--- config.mk ---
export PLATFORM = sky130hd
export DESIGN_NAME = line_scan_ai_flat
export DESIGN_NICKNAME = d
export VERILOG_FILES = /design/src/rtl/line_scan_ai_if.sv /design/src/rtl/line_scan_ai.sv /design/src/flat_wrapper.sv
export SDC_FILE = /design/constraint.sdc
export NUM_CORES = 1
export LEC_CHECK = 0
export BUFFER_PORTS_ARGS = -buffer_cell sky130_fd_sc_hd__buf_2
export CORE_ASPECT_RATIO = 2
export CORE_MARGIN = 2
export CORE_UTILIZATION = 55
export CTS_CLUSTER_DIAMETER = 50
export DETAILED_ROUTE_END_ITERATION = 6
export GPL_TIMING_DRIVEN = 0
export MAX_ROUTING_LAYER = met4
export PLACE_DENSITY = 0.82
export SLEW_MARGIN = 20
export SYNTH_ARGS = -nofsm -noshare
export SYNTH_HDL_FRONTEND = slang
export SYNTH_SLANG_ARGS = --single-unit
--- constraint.sdc ---
create_clock -name clk -period 7.45 [get_ports clk]
set_input_delay 1.49 -clock clk [delete_from_list [all_inputs] [get_ports clk]]
set_output_delay 1.49 -clock clk [all_outputs]
set_load 0.005 [all_outputs]
--- src/rtl/line_scan_ai_if.sv ---
// line_scan_ai_if: request/result bundle between a move consumer and the
// line_scan_ai move generator.
//   start       : request a move (master -> slave)
//   mode        : strategy level, latched with start (master -> slave)
//   board_state : 2 bits per cell, cell i at [2i+1:2i] (master -> slave)
//   busy        : generator is working (slave -> master)
//   done        : one-cycle result strobe (slave -> master)
//   move_idx    : chosen cell, valid with done (slave -> master)
//   no_move     : board full, valid with done (slave -> master)
interface line_scan_ai_if #(
  parameter int N     = 3,
  parameter int IDX_W = $clog2(N*N)
);
  logic               start;
  logic [1:0]         mode;
  logic [2*N*N-1:0]   board_state;
  logic               busy;
  logic               done;
  logic [IDX_W-1:0]   move_idx;
  logic               no_move;

  modport master (
    output start, mode, board_state,
    input  busy, done, move_idx, no_move
  );

  modport slave (
    input  start, mode, board_state,
    output busy, done, move_idx, no_move
  );
endinterface

--- src/rtl/line_scan_ai.sv ---
// line_scan_ai: sequential move generator for an N x N tic-tac-toe board.
// Snapshots the board on start, then scans one line per cycle for a win,
// then for a block, then tries the centre, then takes the first free cell.
//   clk   : clock
//   reset : asynchronous, active-high
//   bus   : line_scan_ai_if slave modport (start/mode/board_state in,
//           busy/done/move_idx/no_move out; all outputs registered or
//           decoded from the state register)
module line_scan_ai #(
  parameter int N       = 3,
  parameter bit AI_IS_O = 1'b1,
  parameter int IDX_W   = $clog2(N*N)
) (
  input  logic          clk,
  input  logic          reset,
  line_scan_ai_if.slave bus
);

  localparam int unsigned NU       = N;
  localparam int unsigned CELLS    = NU*NU;
  localparam int unsigned LINES    = 2*NU + 2;
  localparam int          LINE_W   = $clog2(LINES);
  localparam int unsigned CENTRE_I = (CELLS - 1) / 2;
  localparam bit          ODD_N    = (N % 2) == 1;

  localparam logic [1:0]        AI_CODE   = AI_IS_O ? 2'b10 : 2'b01;
  localparam logic [1:0]        OPP_CODE  = AI_IS_O ? 2'b01 : 2'b10;
  localparam logic [3:0]        CNT_HIT   = 4'(N - 1);
  localparam logic [LINE_W-1:0] LAST_LINE = LINE_W'(LINES - 1);
  localparam logic [IDX_W-1:0]  LAST_CELL = IDX_W'(CELLS - 1);
  localparam logic [IDX_W-1:0]  CENTRE    = IDX_W'(CENTRE_I);

  typedef enum logic [2:0] {
    IDLE, SCAN_WIN, SCAN_BLOCK, CENTER, FILL, DONE
  } state_e;

  state_e               state_q, state_d;
  logic [2*CELLS-1:0]   board_q, board_d;
  logic [1:0]           mode_q, mode_d;
  logic                 pend_q, pend_d;
  logic [LINE_W-1:0]    line_q, line_d;
  logic [IDX_W-1:0]     cell_q, cell_d;
  logic [IDX_W-1:0]     move_q, move_d;
  logic                 no_move_q, no_move_d;

  // Evaluation of the line selected by line_q.
  logic [3:0]           ai_cnt, opp_cnt, blank_cnt;
  logic [IDX_W-1:0]     first_blank;
  logic [1:0]           fill_code;

  always_comb begin
    int unsigned ln;
    int unsigned ci;
    logic [1:0]  code;
    ai_cnt      = '0;
    opp_cnt     = '0;
    blank_cnt   = '0;
    first_blank = '0;
    ln          = 32'(line_q);
    ci          = 0;
    code        = '0;
    for (int unsigned k = 0; k < NU; k++) begin
      if (ln < NU)            ci = ln*NU + k;
      else if (ln < 2*NU)     ci = k*NU + (ln - NU);
      else if (ln == 2*NU)    ci = k*(NU + 1);
      else                    ci = (k + 1)*(NU - 1);
      code = board_q[2*ci +: 2];
      if (code == AI_CODE) begin
        ai_cnt = ai_cnt + 4'd1;
      end else if (code == OPP_CODE) begin
        opp_cnt = opp_cnt + 4'd1;
      end else if (code == 2'b00) begin
        // Cells along every line are visited in ascending index order,
        // so the first blank seen is the lowest-index one.
        if (blank_cnt == 4'd0) first_blank = IDX_W'(ci);
        blank_cnt = blank_cnt + 4'd1;
      end
    end
  end

  assign fill_code = board_q[{cell_q, 1'b0} +: 2];

  always_comb begin
    state_d   = state_q;
    board_d   = board_q;
    mode_d    = mode_q;
    pend_d    = pend_q;
    line_d    = line_q;
    cell_d    = cell_q;
    move_d    = move_q;
    no_move_d = no_move_q;
    unique case (state_q)
      IDLE: begin
        // Start is captured one cycle ahead of the scan; busy stays low in
        // that capture cycle and further starts are ignored during it.
        if (pend_q) begin
          pend_d  = 1'b0;
          line_d  = '0;
          cell_d  = '0;
          state_d = (mode_q != 2'd0) ? SCAN_WIN : FILL;
        end else if (bus.start) begin
          pend_d    = 1'b1;
          board_d   = bus.board_state;
          mode_d    = bus.mode;
          move_d    = '0;
          no_move_d = 1'b0;
        end
      end
      SCAN_WIN: begin
        if (ai_cnt == CNT_HIT && blank_cnt == 4'd1) begin
          move_d  = first_blank;
          state_d = DONE;
        end else if (line_q == LAST_LINE) begin
          line_d  = '0;
          state_d = (mode_q >= 2'd2) ? SCAN_BLOCK : FILL;
        end else begin
          line_d = line_q + 1'b1;
        end
      end
      SCAN_BLOCK: begin
        if (opp_cnt == CNT_HIT && blank_cnt == 4'd1) begin
          move_d  = first_blank;
          state_d = DONE;
        end else if (line_q == LAST_LINE) begin
          line_d  = '0;
          state_d = (mode_q == 2'd3) ? CENTER : FILL;
        end else begin
          line_d = line_q + 1'b1;
        end
      end
      CENTER: begin
        if (ODD_N && board_q[2*CENTRE_I +: 2] == 2'b00) begin
          move_d  = CENTRE;
          state_d = DONE;
        end else begin
          state_d = FILL;
        end
      end
      FILL: begin
        if (fill_code == 2'b00) begin
          move_d  = cell_q;
          state_d = DONE;
        end else if (cell_q == LAST_CELL) begin
          move_d    = '0;
          no_move_d = 1'b1;
          state_d   = DONE;
        end else begin
          cell_d = cell_q + 1'b1;
        end
      end
      DONE:    state_d = IDLE;
      default: state_d = IDLE;
    endcase
  end

  always_ff @(posedge clk or posedge reset) begin
    if (reset) begin
      state_q   <= IDLE;
      board_q   <= '0;
      mode_q    <= '0;
      pend_q    <= 1'b0;
      line_q    <= '0;
      cell_q    <= '0;
      move_q    <= '0;
      no_move_q <= 1'b0;
    end else begin
      state_q   <= state_d;
      board_q   <= board_d;
      mode_q    <= mode_d;
      pend_q    <= pend_d;
      line_q    <= line_d;
      cell_q    <= cell_d;
      move_q    <= move_d;
      no_move_q <= no_move_d;
    end
  end

  assign bus.busy     = (state_q != IDLE);
  assign bus.done     = (state_q == DONE);
  assign bus.move_idx = move_q;
  assign bus.no_move  = no_move_q;

endmodule

--- src/flat_wrapper.sv ---
// flat-port wrapper written by rule: the top's interface ports become plain ports
module line_scan_ai_flat 
#(
  parameter int N       = 3,
  parameter bit AI_IS_O = 1'b1,
  parameter int IDX_W   = $clog2(N*N)
)
  (clk, reset, bus_start, bus_mode, bus_board_state, bus_busy, bus_done, bus_move_idx, bus_no_move);
  line_scan_ai_if #(.N(N), .IDX_W(IDX_W)) bus_i ();
  input  logic clk;
  input  logic reset;
  input wire logic [$bits(bus_i.start)-1:0] bus_start;
  input wire logic [$bits(bus_i.mode)-1:0] bus_mode;
  input wire logic [$bits(bus_i.board_state)-1:0] bus_board_state;
  output wire logic [$bits(bus_i.busy)-1:0] bus_busy;
  output wire logic [$bits(bus_i.done)-1:0] bus_done;
  output wire logic [$bits(bus_i.move_idx)-1:0] bus_move_idx;
  output wire logic [$bits(bus_i.no_move)-1:0] bus_no_move;
  assign bus_i.start = bus_start;
  assign bus_i.mode = bus_mode;
  assign bus_i.board_state = bus_board_state;
  assign bus_busy = bus_i.busy;
  assign bus_done = bus_i.done;
  assign bus_move_idx = bus_i.move_idx;
  assign bus_no_move = bus_i.no_move;
  line_scan_ai #(.N(N), .AI_IS_O(AI_IS_O), .IDX_W(IDX_W)) u_core (.clk(clk), .reset(reset), .bus(bus_i));
endmodule
==> results.txt, run 1 <==
The run finished with clean final reports. STA classifies the critical path endpoint as a flip-flop. In this run the worst path has a maximum fanout of 10. The initial standard-cell utilization of the core came out at 56.1%. In this run, synthesis inferred 0 flip-flops with an integrated enable. The half-perimeter wire length of the detailed placement result came out at 9120 um. The placer's final routability congestion estimate came out at 1.01. Measured along the x axis, the die boundary spans 61.9 um.

The minimum hold slack is 0.486 ns. The longest clock path from root to sink contains 2 buffers. The core region is 6570 sq um. The max-slew violation total from the final report came out at 0. The global-route wire length before repair came out at 18700 um. The number of primary I/O pins came out at 30. Derived from the worst setup path, the maximum achievable clock frequency is 0.144 GHz. TritonCTS built the clock tree. The delay of the slowest cell on the worst path is 0.60 ns. For the worst flop-to-flop path, the logic depth is 22.

Setup repair after global routing left no endpoint under its margin. For this run, design rule violations remaining after detail routing come to 0. Ranked by total cell area, the synthesized netlist is headed by sky130_fd_sc_hd__dfrtp_1 24%, sky130_fd_sc_hd__ha_1 7.8%, sky130_fd_sc_hd__mux2_2 7.3%, sky130_fd_sc_hd__nand2_1 3.9%, sky130_fd_sc_hd__nor2_1 3.7%. The number of violations of the max-capacitance limit came out at 0.

Clock-pin slew was measured on the worst setup and hold paths at 0.06 ns. The number of standard cells after synthesis came out at 433. After floorplanning, the core was divided into 42 placement rows.

The number of diodes is 0. The final core area utilization came out at 62.3%. The count of endpoints failing hold in the final timing report came to 0. The worst clock skew on the final layout is 0.00681 ns.

The sequential cells in the finished layout cover a total of 901 sq um. The number of failing setup endpoints in the final timing report came out at 0. The total overflow left after global routing is 0. In this run the clock root is driven by a sky130_fd_sc_hd__clkbuf_16. The post-CTS setup-driven buffer insertion count came out at 0.

In this run, the number of DRC markers left after iteration 0 of detailed routing was 239. The biggest area contributor in the post-synthesis netlist is sky130_fd_sc_hd__dfrtp_1. The number of clock sinks came out at 36. Sequential elements use 24.4% of the synthesized area. The count of different cell masters after synthesis came out at 78.

The transition time at the pin with the least slew margin is 0.757 ns. For this run, the leading register cell type out of synthesis is sky130_fd_sc_hd__dfrtp_1. In this run the remaining antenna-violating nets after routing total 0.

On the critical path, the stage with the largest delay is an instance of sky130_fd_sc_hd__dfrtp_1. The final worst-path cycle share is 93.1%. The area of the mapped netlist came out at 3690 sq um.

For the final routed database, the setup TNS stands at 0 ns. The count of instances resized after the clock tree is built is 0. The endpoint required time on the critical path came out at 7.62 ns.

Buffers placed on the I/O ports in this run total 29. The worst-skew pair later-pin latency is 0.29 ns. The floorplan die area came out at 7410 sq um. The detailed-route vias per instance came out at 6.94. With fillers left out, the area of the finished cells amounts to 4090 sq um. The instance area after placement is 3940 sq um. The vias after detailed routing came out at 3872. The overall die height came out at 120 um.

Counting instances, the worst hold path has a depth of 1. The mean instance size in the synthesized netlist is 8.51 sq um. The register bit total from synthesis is 36. The number of iterations in the first detailed-routing pass came out at 5.

STA puts the critical path data arrival time at 7.11 ns. The initial antenna violation count is 0. In the final routed layout, each cell accounts on average for 21.5 um.

The worst setup path is launched from a flip-flop. The classification of the worst-slack hold path is reg2reg. The pin count of the biggest net entering global routing is 37. Headroom to the max-slew limit came out at 49.5%. The layout filler cell count is 591. The kind of critical path is reg2reg.

The signal on the critical path passes through buf_4 -> buf_6 -> inv_1 -> ha_1 -> buf_2 -> inv_1 -> ha_1 -> and3_1 -> mux2i_1 -> o211ai_1 -> a221o_1 -> a31oi_4 -> nor2_1 -> ha_1 -> a21o_1 -> ha_1 -> nor3_1 -> a211oi_1 -> a211oi_2 -> o221ai_2 -> a21oi_4 -> mux2_1. The all-layer global routing usage came out at 35.4%. The number of global-route vias before repair is 3738.

The area growth from synthesis to layout is 11.1%. The cell that appears most often on the critical path is sky130_fd_sc_hd__ha_1. In the final layout, the share of cells above drive strength 1 is 19.8%. The worst path in the final design needs a cycle of 6.94 ns, including I/O delays and setup.

The fraction of registers with async set/reset came out at 100%. The warning count from the yosys run came out at 0. The total number of H-tree levels came out at 2. Counting every net in the synthesized netlist gives 480.

Summing all multi-input logic gate instances after layout gives 2550 sq um. The routed design has 12000 um of wire. The number of buffers inserted for hold repair after clock tree synthesis came out at 0. TritonCTS created 5 clock buffers. The area fraction of the dominant cell type after synthesis came out at 24.4%.

The final net count came out at 516.
==> cells by family (layout without fill, tap and decap cells) <==
group,count (synthesis),after routing,synth area share [%]
adders and majority gates,24,24,8.35
muxes,41,41,13.1
DFF,36,36,24.4
xor gates and xnor gates,7,7,1.87
and+or+nand+nor,142,142,19.1
AOI/OAI and AO/OA,131,131,26.8
buffers and inverters,52,89,6.35
==> area by class of cell <==
class	instances	area share, %
well taps	88	2.69
inverters	28	2.57
clock buffers	6	3.39
repair buffers	29	3.55
flip-flops and latches	36	22.0
clock inverters	2	0.336
multi-input cells	345	62.3
plain buffers	24	3.15
==> synth_stat cells, types with 6 or more instances <==
master and instances:
sky130_fd_sc_hd__nand2_1 38, sky130_fd_sc_hd__o21ai_0 14, sky130_fd_sc_hd__buf_2 6, sky130_fd_sc_hd__a21oi_1 19, sky130_fd_sc_hd__a211oi_1 6, sky130_fd_sc_hd__ha_1 23, sky130_fd_sc_hd__a21o_1 9, sky130_fd_sc_hd__o22ai_1 10
sky130_fd_sc_hd__inv_1 27, sky130_fd_sc_hd__dfrtp_1 36, sky130_fd_sc_hd__mux2_2 24, sky130_fd_sc_hd__nor3_1 15, sky130_fd_sc_hd__clkbuf_1 8, sky130_fd_sc_hd__mux2i_1 11, sky130_fd_sc_hd__nor2_1 36, sky130_fd_sc_hd__nand3_1 13
sky130_fd_sc_hd__o211ai_1 10
==> cells in the final DEF, fill, tap and decap left out, drive strengths merged, types with 11 or more instances in the layout <==
master	netlist	routed
buf	15	44
nand2	38	38
nor2	37	37
dfrtp	36	36
inv	28	29
mux2	27	27
ha	23	23
a21oi	21	21
nor3	16	16
o21ai	16	16
clkbuf	9	15
nand3	13	13
mux2i	11	11
==> routing by layer <==
| metal | vias up | global-route usage [%] | share of wire (%) |
|---|---|---|---|
| met4 | 0 | 23.3 | 7.9 |
| met5 | - | - | 0 |
| met3 | 78 | 6.14 | 5.6 |
| met2 | 207 | 59.5 | 54 |
| met1 | 1892 | 35.0 | 33 |
| li1 | 1695 | - | - |
==> sequential cells by signal (all words and copies together) (netlist names) <==
| signal | cells |
|---|---|
| u_core.bus.no_move | 1 |
| u_core.cell_q | 4 |
| u_core.board_q | 18 |
| u_core.line_q | 3 |
| u_core.mode_q | 2 |
| u_core.state_q | 3 |
| u_core.pend_q | 1 |
| u_core.bus.move_idx | 4 |
==> critical path, delay by kind of cell (launching register included) <==
kind            cells  cell delay [ns]
compound gates      8             2.56
fa+ha+maj           4             1.48
buf+inv             5             1.03
flops               1             0.60
mux                 2             0.56
simple gates        3             0.58
==> path summary, 6_finish.rpt <==
| kind | startpoint | to | slack [ns] |
|---|---|---|---|
| max | u_core.line_q[0] | u_core.bus.move_idx[2] | 0.51 |
| min | u_core.bus.move_idx[1] | u_core.bus.move_idx[1] | 0.49 |
| max reg2reg | u_core.line_q[0] | u_core.bus.move_idx[2] | 0.51 |
| min reg2reg | u_core.bus.move_idx[1] | u_core.bus.move_idx[1] | 0.49 |
| max in group asynchronous | reset | u_core.line_q[2] | 5.62 |
| min in group asynchronous | reset | u_core.board_q[9] | 1.34 |
==> metrics by stage <==
| step | setup slack (ns) | instances |
|---|---|---|
| floorplan | 2.23 | 433 |
| global placement | 0.919 | 550 |
| detailed placement | 0.850 | 550 |
| CTS | 0.759 | 558 |
| global route | 0.239 | 558 |
| finish | 0.512 | 558 |
Power of run 1 is left out: the tool's default activity adds up to more than one toggle a clock period on the data nets, which glitch-free logic cannot reach.
==> run 2: changes to the inputs <==
Settings changed: RECOVER_POWER set to 50.
==> results.txt, run 2 (synthesis gave the netlist of run 1 again) <==
The run finished with clean final reports. The minimum setup slack among reg-to-reg paths is 0.53 ns. The startpoint kind of the worst setup timing path is a flip-flop. The vias after detailed routing came out at 3826. The post-CTS setup-driven buffer insertion count is 0. The placer's final routability congestion estimate came out at 1.01. The capture point of the worst path is u_core.bus.move_idx[2]. Clock tree synthesis inserted a total of 5 buffers. The initialized floorplan defines 42 standard-cell rows.

Once detailed placement completed, the half-perimeter wirelength came to 9120 um. The startpoint of the worst register-to-register path is u_core.line_q[0]. The transition time at the pin with the least slew margin is 1.37 ns. The overall die height came out at 120 um. The final worst-path cycle share came out at 92.9%. Routed signal wires occupy layers up through met4. The initial utilization of the core area, before any placement, comes to 56.1%. The depth of the worst register-to-register path came out at 22. The wire length after detailed routing came out at 11900 um. Hold repair after CTS inserted 0 buffers. The type of destination of the critical path is a flip-flop. The proportion of layout cells with a drive suffix above 1 came out at 19.6%.

The count of instances resized after the clock tree is built came out at 0. The detailed-route vias per instance is 6.86. The worst-skew pair later-pin latency came out at 0.29 ns. The placeable core region came out at 6570 sq um.

TritonCTS built the clock tree. The kind of critical path is reg2reg. After detailed routing, the number of remaining DRC violations is 0.

For the worst setup path, the data required time is 7.62 ns. The number of primary I/O pins is 30. The clock tree root driver cell is sky130_fd_sc_hd__clkbuf_16. The number of global-route vias before repair came out at 3738.

The worst setup path startpoint is u_core.line_q[0]. For this run, the number of standard cells in the final layout without fillers is 558. The max-slew violation total from the final report is 0. The detail route stage leaves a number of antenna-violating nets equal to 0. The most common cell after layout, fill and taps aside is sky130_fd_sc_hd__nand2_1. The global-route wire length before repair came out at 18700 um. The initial antenna violation count came out at 0.

The final net count is 516. The length of routed wiring on met1 is 3920 um. The amount of wire on met3 after detailed routing is 668 um. The average wire per cell in the routed design is 21.4 um. The peak clock frequency supported by timing came out at 0.145 GHz. 0 antenna diodes ended up in the layout.

The violation count after the first detailed-routing iteration came out at 239. The horizontal extent of the die came out at 61.9 um. The count of input and output buffers came out at 29. The floorplan die area is 7410 sq um. In this run the worst path has a maximum fanout of 10.

The number of failing setup endpoints in the final timing report came out at 0. Counting flops per register, the top entry is u_core.board_q. The total negative setup slack is 0 ns. The pin count of the biggest net entering global routing is 37. The area growth from synthesis to layout came out at 11.1%.

The number of clock sinks is 36. The worst register-to-register path ends at u_core.bus.move_idx[2]. The arrival time at the worst endpoint came out at 7.09 ns. The count of endpoints failing hold in the final timing report is 0.

The number of flip-flops under the largest register name is 18. Leaving out fill and tap cells, the most frequent cells in the layout are 38 x sky130_fd_sc_hd__nand2_1, 36 x sky130_fd_sc_hd__nor2_1, 36 x sky130_fd_sc_hd__dfrtp_1, 35 x sky130_fd_sc_hd__buf_2, 27 x sky130_fd_sc_hd__inv_1. The clock-pin slew of the registers on the worst-case setup and hold paths came out at 0.06 ns. The post-placement cell count came out at 550. The number of violations of the max-capacitance limit is 0.

The number of iterations in the first detailed-routing pass is 5. The clock arrives with 0.00654 ns of skew. The total number of H-tree levels came out at 2. In the detailed route, the total length drawn on met2 is 6410 um. The path class of the tightest hold or removal check is reg2reg.

The all-layer global routing usage came out at 35.4%. The clock tree buffer depth is 2. Setup repair after global routing left no endpoint under its margin. The residual overflow from global routing is 0.

The worst max-slew margin expressed relative to the limit came out at 8.86%. Subtracting the final worst setup slack from the clock period gives 6.92 ns.
## run 2: routing by layer
metal | vias up | GRT usage, %
li1 | 1693 | -
met1 | 1861 | 35.0
met2 | 197 | 59.5
met3 | 75 | 6.14
met4 | 0 | 23.3
met5 | - | -
## run 2: stage by stage
stage               area, sq um  setup WS, ns  hold WS [ns]  util, %
floorplan                  3690          2.23         0.483        -
detailed placement         3940         0.850         0.480     60.0
finish                     4090         0.530         0.486     62.3
global route               4090         0.239         0.507     62.3
global placement           3940         0.919         0.467     60.0
CTS                        4090         0.759         0.492     62.3
## run 2: worst max-delay path, cell delays in order, from the launching register on
cell and delay, ns:
sky130_fd_sc_hd__dfrtp_1 0.59, sky130_fd_sc_hd__buf_4 0.26, sky130_fd_sc_hd__buf_6 0.17, sky130_fd_sc_hd__inv_1 0.11, sky130_fd_sc_hd__ha_1 0.50, sky130_fd_sc_hd__buf_2 0.30
sky130_fd_sc_hd__inv_1 0.19, sky130_fd_sc_hd__ha_1 0.29, sky130_fd_sc_hd__and3_1 0.21, sky130_fd_sc_hd__mux2i_1 0.21, sky130_fd_sc_hd__o211ai_1 0.31, sky130_fd_sc_hd__a221o_1 0.51
sky130_fd_sc_hd__a31oi_4 0.37, sky130_fd_sc_hd__nor2_1 0.20, sky130_fd_sc_hd__ha_1 0.37, sky130_fd_sc_hd__a21o_1 0.19, sky130_fd_sc_hd__ha_1 0.32, sky130_fd_sc_hd__nor3_1 0.17
sky130_fd_sc_hd__a211oi_1 0.16, sky130_fd_sc_hd__a211oi_2 0.52, sky130_fd_sc_hd__o221ai_2 0.24, sky130_fd_sc_hd__a21oi_4 0.26, sky130_fd_sc_hd__mux2_1 0.35
## run 2: area by class of cell
type	count	area (sq um)
buffer	24	129
clock buffer	6	139
clock inverter	2	13.8
fill	591	2470
inverter	28	105
multi-input combinational	345	2550
sequential	36	901
tap	88	110
timing repair buffer	29	145
## run 2: worst min path at each step
stage	from	end	slack [ns]	cells after the start
global placement	u_core.bus.move_idx[2]	u_core.bus.move_idx[2]	0.47	1
floorplan	u_core.pend_q	u_core.pend_q	0.48	2
CTS	u_core.bus.move_idx[1]	u_core.bus.move_idx[1]	0.49	1
finish	u_core.bus.move_idx[1]	u_core.bus.move_idx[1]	0.49	1
global route	u_core.bus.move_idx[1]	u_core.bus.move_idx[1]	0.51	1
detailed placement	u_core.bus.move_idx[1]	u_core.bus.move_idx[1]	0.48	1
Power of run 2 is left out for the same reason.
